File: src/rtl/nord10s_pkg.sv
// Shared types and constants for the shift/loop sequencer and its status-card linkage.
package nord10s_pkg;

  typedef enum logic [1:0] {
    StIdle   = 2'd0,
    StLoad   = 2'd1,
    StShift  = 2'd2,
    StFinish = 2'd3
  } shseq_state_t;

  // Status card shift counter width.
  localparam int unsigned SHC_W = 6;

  localparam int unsigned WDOG_MAX_DEF = 40;

endpackage

File: src/rtl/shseq_cnt.sv
// Saturating stroke counter with synchronous clear, increment and limit compare.
module shseq_cnt #(
  parameter int unsigned CntW  = 7,
  parameter int unsigned Limit = 40
) (
  input  logic            clk,
  input  logic            rst,
  input  logic            clr,
  input  logic            inc,
  output logic [CntW-1:0] cnt,
  output logic            at_limit
);

  localparam logic [CntW-1:0] CntMax   = '1;
  localparam logic [CntW-1:0] LimitVal = CntW'(Limit);

  logic [CntW-1:0] cnt_q;

  always_ff @(posedge clk) begin
    if (rst) begin
      cnt_q <= '0;
    end else if (clr) begin
      cnt_q <= '0;
    end else if (inc && (cnt_q != CntMax)) begin
      cnt_q <= cnt_q + 1'b1;
    end
  end

  assign cnt      = cnt_q;
  assign at_limit = (cnt_q == LimitVal);

endmodule

File: src/rtl/shift_seq.sv
// Shift/loop micro-op sequencer: WSHC load, SHCKL strokes until TERM, then one SKL strobe.
// Define SHSEQ_WDOG_EN to abort runaway shifts after WDOG_MAX strokes and flag ERR.
module shift_seq
  import nord10s_pkg::*;
#(
  parameter int unsigned WDOG_MAX = WDOG_MAX_DEF,
  parameter int unsigned CNT_W    = 7
) (
  input  logic             clk,
  input  logic             rst,
  input  logic             SHSTART,
  input  logic             TERM,
  output logic             WSHC,
  output logic             SHCKL,
  output logic             SKL,
  output logic             HOLD,
  output logic             DONE,
  output logic             BUSY,
  output logic [CNT_W-1:0] SHN,
  output logic             ERR
);

  shseq_state_t state_q;
  logic         at_limit;
  logic         wdog_hit;
  logic         stroke;
  logic         accept;

  assign accept = (state_q == StIdle) && SHSTART;

`ifdef SHSEQ_WDOG_EN
  logic err_q;
  assign wdog_hit = (state_q == StShift) && !TERM && at_limit;
  assign ERR      = err_q;
`else
  logic wdog_unused;
  assign wdog_unused = at_limit;
  assign wdog_hit    = 1'b0;
  assign ERR         = 1'b0;
`endif

  // A shift stroke only counts in SHIFT; the LOAD-cycle SHCKL is the counter load.
  assign stroke = (state_q == StShift) && !TERM && !wdog_hit;

  shseq_cnt #(
    .CntW  (CNT_W),
    .Limit (WDOG_MAX)
  ) u_cnt (
    .clk      (clk),
    .rst      (rst),
    .clr      (accept),
    .inc      (stroke),
    .cnt      (SHN),
    .at_limit (at_limit)
  );

  always_ff @(posedge clk) begin
    if (rst) begin
      state_q <= StIdle;
`ifdef SHSEQ_WDOG_EN
      err_q   <= 1'b0;
`endif
    end else begin
      unique case (state_q)
        StIdle: begin
          if (SHSTART) begin
            state_q <= StLoad;
`ifdef SHSEQ_WDOG_EN
            err_q   <= 1'b0;
`endif
          end
        end
        StLoad: state_q <= StShift;
        StShift: begin
          if (TERM) begin
            state_q <= StFinish;
          end else if (wdog_hit) begin
            state_q <= StFinish;
`ifdef SHSEQ_WDOG_EN
            err_q   <= 1'b1;
`endif
          end
        end
        StFinish: state_q <= StIdle;
        default:  state_q <= StIdle;
      endcase
    end
  end

  always_comb begin
    WSHC  = (state_q == StLoad);
    SHCKL = (state_q == StLoad) || stroke;
    SKL   = (state_q == StFinish);
    DONE  = (state_q == StFinish);
    HOLD  = (state_q == StLoad) || (state_q == StShift);
    BUSY  = (state_q != StIdle);
  end

endmodule

File: config.mk
export PLATFORM = sky130hd
export DESIGN_NAME = shift_seq
export DESIGN_NICKNAME = d
export VERILOG_FILES = /design/src/rtl/nord10s_pkg.sv /design/src/rtl/shseq_cnt.sv /design/src/rtl/shift_seq.sv
export SDC_FILE = /design/constraint.sdc
export NUM_CORES = 1
export LEC_CHECK = 0
export CORE_AREA = 2 2 39 41
export DETAILED_ROUTE_END_ITERATION = 7
export DIE_AREA = 0 0 41 43
export HOLD_SLACK_MARGIN = 0.02
export PLACE_DENSITY_LB_ADDON = 0.2
export SLEW_MARGIN = 20
export SYNTH_ARGS = -nofsm -noshare
export SYNTH_HDL_FRONTEND = slang
export SYNTH_HIERARCHICAL = 1
export SYNTH_SLANG_ARGS = --single-unit
File: constraint.sdc
create_clock -name clk -period 4.1 [get_ports clk]
set_clock_uncertainty 0.15 [all_clocks]
set_input_delay 1.025 -clock clk [delete_from_list [all_inputs] [get_ports clk]]
set_output_delay 1.025 -clock clk [all_outputs]
set_load 0.005 [all_outputs]
[After elaboration in Yosys (flattened, before gate mapping)]
Index checks and enable logic that the tools add are counted.
Word-level totals
  register bits after elaboration: 9
  output and inout port bits: 14
  word-level logic and storage cells: 22
Operators by class
  $add $sub $neg: 1
  eq/ne operators: 6
  multiplexer cells: 3
  reduce and logical (&&, ||, !) cells: 10
Operators by type and width (number)
  2-bit case mux with 4 select lines: 1
  7-bit by 1-bit adder with 7-bit output, second input constant: 1
  7-bit inequality test, second input constant: 1
  2-bit == test, second input constant: 2
  2-bit two-way mux: 2
  2-bit inequality test, second input constant: 2
  1-bit logical AND: 3
  2-bit by 1-bit == test with 1-bit output, second input constant: 1
  2-bit zero test: 1
  1-bit logical OR: 2
  2-bit AND reduction: 1
  2-bit nonzero test: 1
  2-bit OR reduction: 1
  1-bit zero test: 1

[Depth between registers and ports, before layout]
Gate-level depths: netlist of run 1.
  word-level depth: 3
  depth in mapped cells: 6

[By module]
Netlist of run 1, hierarchy kept.
By module, submodules not included
  shseq_cnt: times used 1, cells an instance 41, area an instance 376.6 um^2, seq. area each 140.1 um^2
  shift_seq: times used 1, cells an instance 24, area an instance 219.0 um^2, seq. area each 40.0 um^2

[Worst setup path before layout of run 1]
Ideal clock, no wire load.
  path type: input -> output
  start: input port TERM
  end: output port SHCKL
  data arrival time: 1.334 ns
  path slack: 1.591 ns
  stages on the path: 2
  cell sequence: nor2b_4 or2_2
On the way
  longest elaborated chain between the ends: 3
RTL lines
  start, declared: RTL line shift_seq.sv:12  | input logic TERM,
  1-bit zero test: RTL line shift_seq.sv:43  | assign stroke = (state_q == StShift) && !TERM && !wdog_hit;
  1-bit logical AND: RTL line shift_seq.sv:43
  1-bit logical OR: RTL line shift_seq.sv:92  | SHCKL = (state_q == StLoad) || stroke;
  end, declared: RTL line shift_seq.sv:14  | output logic SHCKL,
No other way between the ends.

[Worst setup path in the final report of run 1]
  start: input port TERM
  end: output port SHCKL
On the way
  longest elaborated chain between the ends: 3
RTL lines
  1-bit zero test: RTL line shift_seq.sv:43
  1-bit logical AND: RTL line shift_seq.sv:43
  via stroke: RTL line shift_seq.sv:26  | logic stroke;
  1-bit logical OR: RTL line shift_seq.sv:92
The timed path passes the listed nets, and every way through them passes these cells.

==> impl_metrics.json, run 1 <==
{
  "timing.final.ws_setup_ps": 614.0,
  "drv_cap": 0,
  "dp_slack_ps": 600.9,
  "fill_cells": 134,
  "grt_max_degree": 9,
  "outcome": "completed",
  "rsz0062_at_grt": "false",
  "via_per_inst": 5.247,
  "drt-total-wl_um": 1068,
  "grt_pass1_vias": 450,
  "initial_core_util": 0.4204,
  "regArea_um2": 180.2,
  "synth_area_um2": 581.8,
  "h-tree-depth": 1,
  "synth_cells": 63,
  "layout_min_cycle_time_ps": 3486,
  "setup_viol": 0,
  "clk_latency_ps": 260,
  "place_area_um2": 747.0,
  "core_area_mm2": 0.001384,
  "fin_util": 0.5588,
  "cp.arrival_ps": 2310,
  "syn_to_final_growth_pct": 32.90,
  "multiInputGateArea_um2": 364.1,
  "drc": 0,
  "die_h_um": 43,
  "grt_use_total": 0.1452,
  "finalMaxSlewViolations": 0,
  "setup-tns-final_ps": 0,
  "io_pins": 18,
  "clock_path_buffers": 2,
  "post-route-cell-area_um2": 773.2,
  "r2r_setup_slack_ps": 2290,
  "grt_pass1_wl_um": 1745,
  "layout_common_cells": "clkdlybuf4s50_1, dfxtp_1, ha_1, inv_1, nand2_1",
  "tritoncts": "yes",
  "port_buffers": 16,
  "grt_antenna_before_repair": 0,
  "routedWlPerCell_um": 11.01,
  "worstPathMaxFanout": 7,
  "power_density_mw_per_mm2": 411.6,
  "crit_type": "input pin to output pin",
  "die_area_mm2": 0.001763,
  "grt_overflow_total": 0,
  "cts_buffers": 3,
  "rows": 14,
  "cp-start-kind": "input pin",
  "leakage_nw": 0.3001,
  "drt-pass1-iter-count": 4,
  "drive_above_1_share": 0.1111,
  "ant_nets": 0,
  "cp.required_ps": 2920,
  "whs_ps": 367.8,
  "dp_hpwl_um": 842.1,
  "peakVddDrop_mv": 0.2123,
  "synth_area_per_cell_um2": 9.235,
  "postCtsResizedCells": 0,
  "cts.clk_slew.worst_paths_ps": 60,
  "gp_congestion": 0.7728,
  "timing.final.hold_violations": 0,
  "diodes": 0,
  "cts_num_sinks": 9,
  "dr.first_iter.drc_count": 10,
  "die_w_um": 41,
  "period_share": 0.8502,
  "cts_hold_buf": 0,
  "fmax_mhz": 286.9,
  "ys.warnings.count": 6,
  "hold_class": "flip-flop to flip-flop",
  "root_buffer": "clkbuf_4",
  "final_nets": 93,
  "final_common_cell": "clkdlybuf4s50_1",
  "syn_nets": 74,
  "postCtsSetupRepairBufs": 0,
  "num_vias": 509,
  "cp-end-kind": "output pin"
}
[per-stage QoR]
stage	power, W	cells
6_report	0.0003183	97
5_1_grt	0.0003452	97
4_1_cts	0.0003247	97
3_5_place_dp	0.0002567	93
3_3_place_gp	0.0002535	93
2_1_floorplan	0.0001911	63
[metal layers]
metal	up-vias	GRT usage	wire (um)
met5	-	0	0
met3	2	0.03141	61
met4	0	0.1000	8
met2	12	0.2250	528
li1	258	-	-
met1	237	0.1661	471
[state kept, by name (all words and copies together), names as in the netlist]
signal     count
u_cnt/cnt      7
state_q        2
[worst max-delay path, cell delays in order]
cell             delay, ps
clkdlybuf4s50_1        440
nor2b_4                220
or2_2                  140
clkdlybuf4s50_1        480
[report_power, final]
group	total, W	switching (W)	internal (W)
sequential	0.000105	0.00000912	0.0000963
clock	0.0000664	0.0000290	0.0000374
combinational	0.000146	0.0000588	0.0000877
[layout make-up]
type | count | area share
timing repair buffer | 16 | 0.2071
sequential | 9 | 0.2330
inverter | 6 | 0.02913
clock buffer | 4 | 0.03398
tap | 16 | 0.02589
multi-input combinational | 46 | 0.4709
[worst paths after layout]
kind	from	endpoint	cells after the start
hold / removal	state_q[1]	state_q[1]	2
setup reg to reg	state_q[0]	u_cnt/cnt[2]	6
setup / recovery	TERM	SHCKL	4
hold reg to reg	state_q[1]	state_q[1]	2
Note: power is estimated with default switching activity, not from simulation.
==> run 2: changes to the inputs <==
--- a/config.mk
+++ b/config.mk
@@ -11,4 +11,4 @@
 export HOLD_SLACK_MARGIN = 0.02
-export PLACE_DENSITY_LB_ADDON = 0.2
-export SLEW_MARGIN = 20
+export PLACE_DENSITY_LB_ADDON = 0.12
+export SLEW_MARGIN = 5
 export SYNTH_ARGS = -nofsm -noshare
==> constraint.sdc (replaced) <==
create_clock -name clk -period 4.1 [get_ports clk]
set_clock_uncertainty 0.15 [all_clocks]
set_input_delay 0.41 -clock clk [delete_from_list [all_inputs] [get_ports clk]]
set_output_delay 0.41 -clock clk [all_outputs]
set_load 0.005 [all_outputs]
==> run 2 against run 1 <==
Effect of this change: total power increased by 0.84%; combinational power about the same; clock-buffer cell count unchanged; sequential share of layout area unchanged; utilization unchanged; critical path depth increased by 1; critical endpoint unchanged; largest power group unchanged.
==> impl_metrics.json, run 2 (synthesis results as in run 1) <==
{
  "setup-tns-final_ps": 0,
  "seq_power_share": 0.331,
  "fill_cells": 131,
  "layout_common_cells": "clkdlybuf4s50_1, dfxtp_1, ha_1, inv_1, nand2_1",
  "worstHoldStart": "u_cnt/cnt[3]",
  "rows": 14,
  "cp_cell_sequence": "inv_1 > ha_1 > nor2b_4 > or2_2 > clkdlybuf4s50_1",
  "place_area_um2": 747.0,
  "cp.arrival_ps": 1820,
  "root_buffer": "clkbuf_4",
  "setup_viol": 0,
  "crit_type": "flip-flop to output pin",
  "ff2ff_path_depth": 6,
  "largest_reg_flops": 7,
  "routedWlPerCell_um": 12.07,
  "dp_hpwl_um": 855,
  "initial_core_util": 0.4204,
  "cts_hold_buf": 0,
  "cp-start-kind": "flip-flop",
  "cpPeakStageDelay_ps": 440,
  "reg2reg_to": "u_cnt/cnt[4]",
  "diodes": 0,
  "grt_pass1_vias": 462,
  "clock_path_buffers": 2,
  "num_vias": 496,
  "final_common_cell": "clkdlybuf4s50_1",
  "fmax_mhz": 419.9,
  "leakage_nw": 0.3001,
  "hold_end": "u_cnt/cnt[3]",
  "postCtsSetupRepairBufs": 0,
  "die_w_um": 41,
  "grt_use_total": 0.1616,
  "clockPowerShare": 0.214,
  "final_nets": 93,
  "r2r_start": "state_q[0]",
  "drt-pass1-iter-count": 3,
  "peakVddDrop_mv": 0.1707,
  "timing.final.hold_violations": 0,
  "cts.clk_slew.worst_paths_ps": 60,
  "finalMaxSlewViolations": 0,
  "layout_min_cycle_time_ps": 2381,
  "cp-end-kind": "output pin",
  "cts_buffers": 3,
  "gp_congestion": 0.7917,
  "cp.required_ps": 3540,
  "power_density_mw_per_mm2": 415.1,
  "postCtsResizedCells": 0,
  "outcome": "completed",
  "internal-power_w": 0.0002213,
  "drc": 0,
  "grt_overflow_total": 0,
  "worstHoldPathCells": 1,
  "drive_above_1_share": 0.1111,
  "drt-total-wl_um": 1171,
  "syn_to_final_growth_pct": 32.90,
  "post-route-cell-area_um2": 773.2,
  "core_area_mm2": 0.001384,
  "tritoncts": "yes",
  "power.switching_w": 0.00009970,
  "die_area_mm2": 0.001763,
  "io_pins": 18,
  "r2r_setup_slack_ps": 2260,
  "via_per_inst": 5.113,
  "clk_latency_ps": 260,
  "die_h_um": 43,
  "grt_max_degree": 9,
  "power_frac_comb": 0.456,
  "switching_share": 0.3106,
  "hold_class": "flip-flop to flip-flop",
  "h-tree-depth": 1,
  "drv_cap": 0,
  "rsz0062_at_grt": "false",
  "grt_antenna_before_repair": 0,
  "ant_nets": 0,
  "period_share": 0.5808,
  "worstPathMaxFanout": 7,
  "port_buffers": 16,
  "cp_slowest_cell": "clkdlybuf4s50_1",
  "grt_pass1_wl_um": 1849,
  "dr.first_iter.drc_count": 10,
  "cts_num_sinks": 9
}
==> run 2: cell counts in the layout (fill, tap and decap cells not counted) <==
Identical to the previous run, type by type.
==> run 2: power groups by stage <==
stage / clock network [W] / registers [W] / logic [W]
global placement: 0 / 0.000107 / 0.000147
detailed placement: 0 / 0.000109 / 0.000148
finish: 0.0000685 / 0.000106 / 0.000146
floorplan: 0 / 0.000106 / 0.0000854
CTS: 0.0000728 / 0.000107 / 0.000148
global route: 0.0000780 / 0.000108 / 0.000165
==> run 2: layout make-up <==
type,instances,area [um2],area share
Clock buffer,4,26.28,0.03398
Inverter,6,22.52,0.02913
Multi-Input combinational cell,46,364.1,0.4709
Sequential cell,9,180.2,0.2330
Tap cell,16,20.02,0.02589
Timing Repair Buffer,16,160.2,0.2071
==> run 2: how the worst max path moves through the flow <==
stage / cells past startpoint / slack (ps) / from / endpoint
after detailed placement: 4 / 1850 / TERM / SHCKL
after global placement: 4 / 1850 / TERM / SHCKL
after floorplan: 4 / 2490 / state_q[0] / SHCKL
after global routing: 5 / 1630 / state_q[0] / SHCKL
final: 5 / 1720 / state_q[0] / SHCKL
after CTS: 5 / 1700 / state_q[0] / SHCKL
==> run 2: metal layers <==
| metal | global-route usage | wire length (um) | vias up |
|---|---|---|---|
| met2 | 0.2375 | 575 | 13 |
| met5 | 0 | 0 | - |
| li1 | - | - | 252 |
| met4 | 0.1400 | 14 | 0 |
| met1 | 0.1869 | 524 | 229 |
| met3 | 0.03141 | 56 | 2 |
==> run 2: worst max-delay path: cells and delay by family, from the launching register on <==
kind / cells / cell delay, ps
buffers and inverters: 2 / 540
adders and majority gates: 1 / 220
DFF: 1 / 380
and+or+nand+nor: 2 / 420
==> run 2: per-stage QoR <==
| stage | total power, W | utilization | cells | hold slack (ps) | setup WS [ps] |
|---|---|---|---|---|---|
| after CTS | 0.0003279 | 0.5588 | 97 | 364.4 | 1698 |
| after global routing | 0.0003512 | 0.5588 | 97 | 394.1 | 1627 |
| after global placement | 0.0002545 | 0.5398 | 93 | 348.4 | 1851 |
| after detailed placement | 0.0002566 | 0.5398 | 93 | 342.3 | 1849 |
| final | 0.0003210 | 0.5588 | 97 | 362.4 | 1719 |
| after floorplan | 0.0001911 | - | 63 | 328.8 | 2494 |
